--- src/rtl/inst_mem_loader.sv ---
// inst_mem_loader
//   Writer side of the byte-addressable instruction memory. Takes 32-bit
//   instruction words from a valid/ready stream and writes each one
//   little-endian, one byte per cycle (byte 0 -> addr, byte 3 -> addr+3).
//   busy lets the core be held off fetch while a load is in progress.
//
// Ports
//   clk, reset     clock, synchronous active-high reset
//   start          one-cycle pulse, begins a load session (ignored while busy)
//   s_valid/s_ready/s_data/s_last   word stream; s_last ends the session
//   mem_we/mem_addr/mem_wdata       byte write port of the instruction memory
//   busy           session in progress (ACCEPT or WRITE)
//   done           session ended on s_last; held until start/reset
//   overflow_err   session aborted, memory full; held until start/reset
//   word_count     words fully written this session
//   checksum       running sum of written words (mod 2^32)
//
// Optional build macro
//   LOADER_CHECKSUM_EN  builds the checksum accumulator; otherwise checksum
//                       is tied to zero.
module inst_mem_loader #(
  parameter int ADDR_W      = 32,
  parameter int DEPTH_BYTES = 24,
  parameter int BASE_ADDR   = 0,
  parameter int CNT_W       = 8
) (
  input  logic              clk,
  input  logic              reset,
  input  logic              start,
  input  logic              s_valid,
  output logic              s_ready,
  input  logic [31:0]       s_data,
  input  logic              s_last,
  output logic              mem_we,
  output logic [ADDR_W-1:0] mem_addr,
  output logic [7:0]        mem_wdata,
  output logic              busy,
  output logic              done,
  output logic              overflow_err,
  output logic [CNT_W-1:0]  word_count,
  output logic [31:0]       checksum
);

  typedef enum logic [2:0] {
    S_IDLE   = 3'd0,
    S_ACCEPT = 3'd1,
    S_WRITE  = 3'd2,
    S_DONE   = 3'd3,
    S_ERR    = 3'd4
  } state_t;

  // One bit wider than the address so cur_addr+4 cannot wrap in the
  // capacity compare.
  localparam logic [ADDR_W:0]   LIMIT = (ADDR_W+1)'(DEPTH_BYTES);
  localparam logic [ADDR_W:0]   WORD4 = (ADDR_W+1)'(4);
  localparam logic [ADDR_W-1:0] BASE  = ADDR_W'(BASE_ADDR);

  state_t            state, state_d;
  logic [ADDR_W-1:0] cur_addr, cur_addr_d;
  logic [31:0]       word_buf, word_buf_d;
  logic              last_buf, last_buf_d;
  logic [1:0]        byte_idx, byte_idx_d;
  logic [CNT_W-1:0]  word_count_d;
  logic              s_ready_d, mem_we_d, busy_d, done_d, overflow_d;
  logic [ADDR_W-1:0] mem_addr_d;
  logic [7:0]        mem_wdata_d;

  logic session_start;  // start honoured this cycle
  logic word_done;      // byte 3 is on the port; word completes at this edge
  logic room_q;         // a full word still fits at cur_addr
  logic room_d;         // a full word will fit at cur_addr_d

  assign session_start = start &&
                         (state == S_IDLE || state == S_DONE || state == S_ERR);
  assign word_done     = (state == S_WRITE) && (byte_idx == 2'd3);
  assign room_q        = ({1'b0, cur_addr}   + WORD4) <= LIMIT;
  assign room_d        = ({1'b0, cur_addr_d} + WORD4) <= LIMIT;

  // Next-state and next-output logic. The memory port outputs are computed
  // one cycle ahead so that the registered port shows byte byte_idx while
  // the FSM sits in WRITE with that byte_idx.
  always_comb begin
    state_d      = state;
    cur_addr_d   = cur_addr;
    word_buf_d   = word_buf;
    last_buf_d   = last_buf;
    byte_idx_d   = byte_idx;
    word_count_d = word_count;
    mem_we_d     = 1'b0;
    mem_addr_d   = mem_addr;
    mem_wdata_d  = mem_wdata;

    unique case (state)
      S_IDLE, S_DONE, S_ERR: begin
        if (session_start) begin
          state_d      = S_ACCEPT;
          cur_addr_d   = BASE;
          word_count_d = '0;
        end
      end
      S_ACCEPT: begin
        // A word that does not fit is left on the stream, never consumed.
        if (!room_q) begin
          state_d = S_ERR;
        end else if (s_valid && s_ready) begin
          word_buf_d  = s_data;
          last_buf_d  = s_last;
          byte_idx_d  = 2'd0;
          state_d     = S_WRITE;
          mem_we_d    = 1'b1;
          mem_addr_d  = cur_addr;
          mem_wdata_d = s_data[7:0];
        end
      end
      S_WRITE: begin
        if (word_done) begin
          cur_addr_d   = cur_addr + ADDR_W'(4);
          word_count_d = word_count + CNT_W'(1);
          state_d      = last_buf ? S_DONE : S_ACCEPT;
        end else begin
          byte_idx_d  = byte_idx + 2'd1;
          mem_we_d    = 1'b1;
          mem_addr_d  = cur_addr + ADDR_W'(byte_idx_d);
          mem_wdata_d = word_buf[{byte_idx_d, 3'b000} +: 8];
        end
      end
      default: state_d = S_IDLE;
    endcase

    s_ready_d  = (state_d == S_ACCEPT) && room_d;
    busy_d     = (state_d == S_ACCEPT) || (state_d == S_WRITE);
    done_d     = (state_d == S_DONE);
    overflow_d = (state_d == S_ERR);
  end

  always_ff @(posedge clk) begin
    if (reset) begin
      state        <= S_IDLE;
      cur_addr     <= '0;
      word_buf     <= '0;
      last_buf     <= 1'b0;
      byte_idx     <= 2'd0;
      word_count   <= '0;
      s_ready      <= 1'b0;
      mem_we       <= 1'b0;
      mem_addr     <= '0;
      mem_wdata    <= '0;
      busy         <= 1'b0;
      done         <= 1'b0;
      overflow_err <= 1'b0;
    end else begin
      state        <= state_d;
      cur_addr     <= cur_addr_d;
      word_buf     <= word_buf_d;
      last_buf     <= last_buf_d;
      byte_idx     <= byte_idx_d;
      word_count   <= word_count_d;
      s_ready      <= s_ready_d;
      mem_we       <= mem_we_d;
      mem_addr     <= mem_addr_d;
      mem_wdata    <= mem_wdata_d;
      busy         <= busy_d;
      done         <= done_d;
      overflow_err <= overflow_d;
    end
  end

`ifdef LOADER_CHECKSUM_EN
  logic [31:0] sum_q;

  // Accumulates on the same edge word_count increments; holds in DONE/ERR.
  always_ff @(posedge clk) begin
    if (reset)              sum_q <= '0;
    else if (session_start) sum_q <= '0;
    else if (word_done)     sum_q <= sum_q + word_buf;
  end

  assign checksum = sum_q;
`else
  assign checksum = 32'd0;
`endif

endmodule

--- config.mk ---
export PLATFORM = sky130hd
export DESIGN_NAME = inst_mem_loader
export DESIGN_NICKNAME = d
export VERILOG_FILES = /design/src/rtl/inst_mem_loader.sv
export SDC_FILE = /design/constraint.sdc
export NUM_CORES = 1
export LEC_CHECK = 0
export ABC_CLOCK_PERIOD_IN_PS = 7750
export CORE_UTILIZATION = 50
export CTS_CLUSTER_DIAMETER = 150
export DETAILED_ROUTE_END_ITERATION = 10
export PLACE_DENSITY = 0.86
export SLEW_MARGIN = 10
export SYNTH_ARGS = -nofsm -noshare
export SYNTH_HDL_FRONTEND = slang
export SYNTH_SLANG_ARGS = --single-unit
--- constraint.sdc ---
create_clock -name clk -period 7.75 [get_ports clk]
set_input_delay 1.55 -clock clk [delete_from_list [all_inputs] [get_ports clk]]
set_output_delay 1.55 -clock clk [all_outputs]
set_load 0.01 [all_outputs]
==> summary.txt <==
GRT
  – Initial antenna violation count: 0
  – Largest net degree at the start of global routing: 60
  – Grt ovf: 0
  – First-pass GRT wire length: between 30000 and 40000 um
  – GR Util All Layers: between 20% and 30%
  – Vias in the first global route: between 6000 and 7000

STA
  – RSZ-0062 raised after global routing: false
  – Period utilization: 75.17%
  – Final worst-path setup slack: ~1.9 ns
  – Final hold violations: 0
  – Slew margin rel.: 35.97%
  – Skew final: 0.008453 ns
  – Peak Freq: approximately 170 MHz
  – Slew Viols, Final: 0
  – Final setup viols: 0
  – WHS: 0.4779 ns
  – Setup TNS: 0 ns
  – Crit path time final: ~5.8 ns
  – Worst Max-Slew Pin Slew: about 0.96 ns

Worst hold path
  – Hold WC Path Type: flip-flop to flip-flop
  – Min-delay src: byte_idx[1]

Setup path
  – Worst Path Arrival: a little over 6 ns
  – Endpoint class of the critical path: flip-flop
  – Nature of the critical path startpoint: flip-flop
  – Worst-path cell chain: ha_1, nand4_1, or4_1, a2111oi_2, nor2_1, or4_1, or4_4, nor4b_4, buf_4, or2_2, buf_4, nor2_1, a211oi_2
  – CP peak stage delay: 0.85 ns
  – Worst path bufs/invs: 2
  – Data required, critical path: 8.08 ns
  – Launch instance of the worst register-to-register path: cur_addr[2]
  – Crit-path leading delay family: simple AND/OR/NAND/NOR gates
  – Worst setup path class: flip-flop to flip-flop
  – CP max-delay cell: or2_2
  – Worst Path Max Fanout: slightly above 50
  – Critical Path Start: cur_addr[2]

Routing
  – Drt total wl: 20980 um
  – Routed Antenna Nets: 0
  – Residual DRC: 10
  – Pre-antenna DRT Iters: 8
  – Drt initial violations: roughly 1100
  – Drt wl/cell: around 18 um
  – Via/cell ratio: approximately 6
  – Vias: around 7200

Final layout
  – Share of layout cells above drive strength 1: under 10%
  – Number of fill cells in the layout: 1246
  – Non-Filler Instances: about 1200
  – Layout area overhead: 17.69%
  – Most frequent cells in the layout: 152 x nor2_1, 123 x dfxtp_1, 88 x clkdlybuf4s50_1
  – # diodes: 0
  – Post-layout nets: about 1000
  – Commonest non-fill, non-tap cell in the layout: nor2_1
  – Design Area, Final: 0.008972 mm^2

Pwr
  – Cell Pwr Density: approximately 200 mW/mm^2
  – Maximum VDD drop: roughly 0.15 mV
  – Cell leakage power: between 0.002 and 0.003 uW

Placed design
  – Placed Area: around 0.0084 mm^2
  – Pre-CTS setup slack: between 2 and 2.5 ns
  – # placed instances: roughly 1100
  – Buffers on Ports: 89
  – DP HPWL: 14400 um
  – Placer congestion estimate: between 0.9 and 1

Logic synthesis
  – Flops & latches, synth: between 100 and 150
  – Yosys top cell area share: between 30% and 40%
  – Ys flop type: dfxtp_1
  – Gate Count Post-Synth: approximately 940
  – Area leader, netlist: dfxtp_1
  – Synth top area cells: dfxtp_1 32%, nor2_1 7.5%, mux2i_1 4.9%
  – Mapped Area: 0.007624 mm^2
  – Post-synth ARST share: 0%
  – Synth cell types: 78
  – Yosys Warn Count: 0
  – Sequential area share after synthesis: approximately a third
  – Post-Syn Area per Cell: between 8 and 9 um^2
  – EDFF count, synth: 0

Clock network
  – CTS max path bufs: 2
  – Hold Buf Count CTS: 0
  – Clock Sink Count: between 100 and 150
  – Clock Latency Late Sink: roughly 0.42 ns
  – Clk slew on worst S/H paths: 0.06 ns
  – Total CTS buffers: 17
  – H-tree Lvls: 4
  – Root Buffer: clkbuf_16
  – Post-CTS Repair Setup Buffers: 0
  – CTS tree: built
  – Cts repair resizes: 0

Flow run
  – Max-cap violations: 0

Die
  – Row count: 44
  – I/O pin count: ~120
  – Initial Utilization: between 50% and 60%
  – Die height: between 100 and 150 um
  – Die width: 125.5 um
  – Core Region: 0.01470 mm^2
  – Die area: approximately 0.016 mm^2

Run status
  – Failing checks: DRC
  – Status: finished with violations
## worst paths after layout
check                  to  cells after the start  slack, ns
min           byte_idx[1]                      2       0.48
min reg2reg   byte_idx[1]                      2       0.48
max reg2reg  mem_addr[18]                     13       1.92
max          mem_addr[18]                     13       1.92
## flip-flops by register name, summed over array words and instances (netlist names)
signal	count
cur_addr	32
last_buf	1
mem_wdata	8
word_count	8
s_ready	1
done	1
busy	1
word_buf	32
mem_addr	32
byte_idx	2
state	3
overflow_err	1
mem_we	1
## cells in the mapped netlist, drive strengths merged, types with 16 or more instances
cell type	number
buf	57
nor2	152
mux2i	37
dfxtp	123
nor3	26
clkbuf	52
nand3	27
xnor2	28
nand2	66
nand4	26
a211oi	36
xor2	22
nor4	16
o21ai	33
a31oi	17
a21oi	33
## logic make-up (layout without fill, tap and decap cells)
family,count (synthesis),in the layout,synth area share (%)
adder cells (fa/ha/maj),10,10,1.707
flip-flops,123,123,32.30
AO/OA/AOI/OAI,187,187,18.05
multiplexers,49,49,7.812
AND/OR/NAND/NOR,394,394,25.69
buffers and inverters,124,146,8.649
other,1,32,0.04919
XOR/XNOR,50,50,5.744
## area by class of cell
| type | count | area (um^2) | share of cell area (%) |
|---|---|---|---|
| clock inverters | 14 | 167.7 | 1.869 |
| flip-flops and latches | 123 | 2462 | 27.44 |
| multi-input cells | 722 | 4653 | 51.86 |
| clock buffers | 18 | 439.2 | 4.895 |
| well taps | 184 | 230.2 | 2.566 |
| repair buffers | 99 | 963.4 | 10.74 |
| inverters | 15 | 56.30 | 0.6275 |
## per-layer routing
metal / up-vias / share of wire (%) / global-route usage (%)
met3: 45 / 9.5 / 6.333
li1: 3395 / - / -
met4: 0 / 2.0 / 8.752
met2: 386 / 44 / 39.74
met1: 3372 / 45 / 38.34
met5: - / 0 / 0
## metrics by stage
stage	power (uW)	util, %
3_5_place_dp	985.6	56.91
6_report	1792	61.04
5_1_grt	1858	61.04
3_3_place_gp	979.6	56.91
2_1_floorplan	890.7	-
4_1_cts	1797	61.04
## tightest hold or removal path, stage by stage, from the launching register on
cell     delay (ns)
dfxtp_1        0.32
nand2_1        0.06
a21oi_1        0.05
## power breakdown
group / switching, uW / internal (uW)
Combinational: 146 / 130
Sequential: 30.5 / 672
Clock: 299 / 514
Total: 476 / 1320
(Power assumes the default switching activity.)
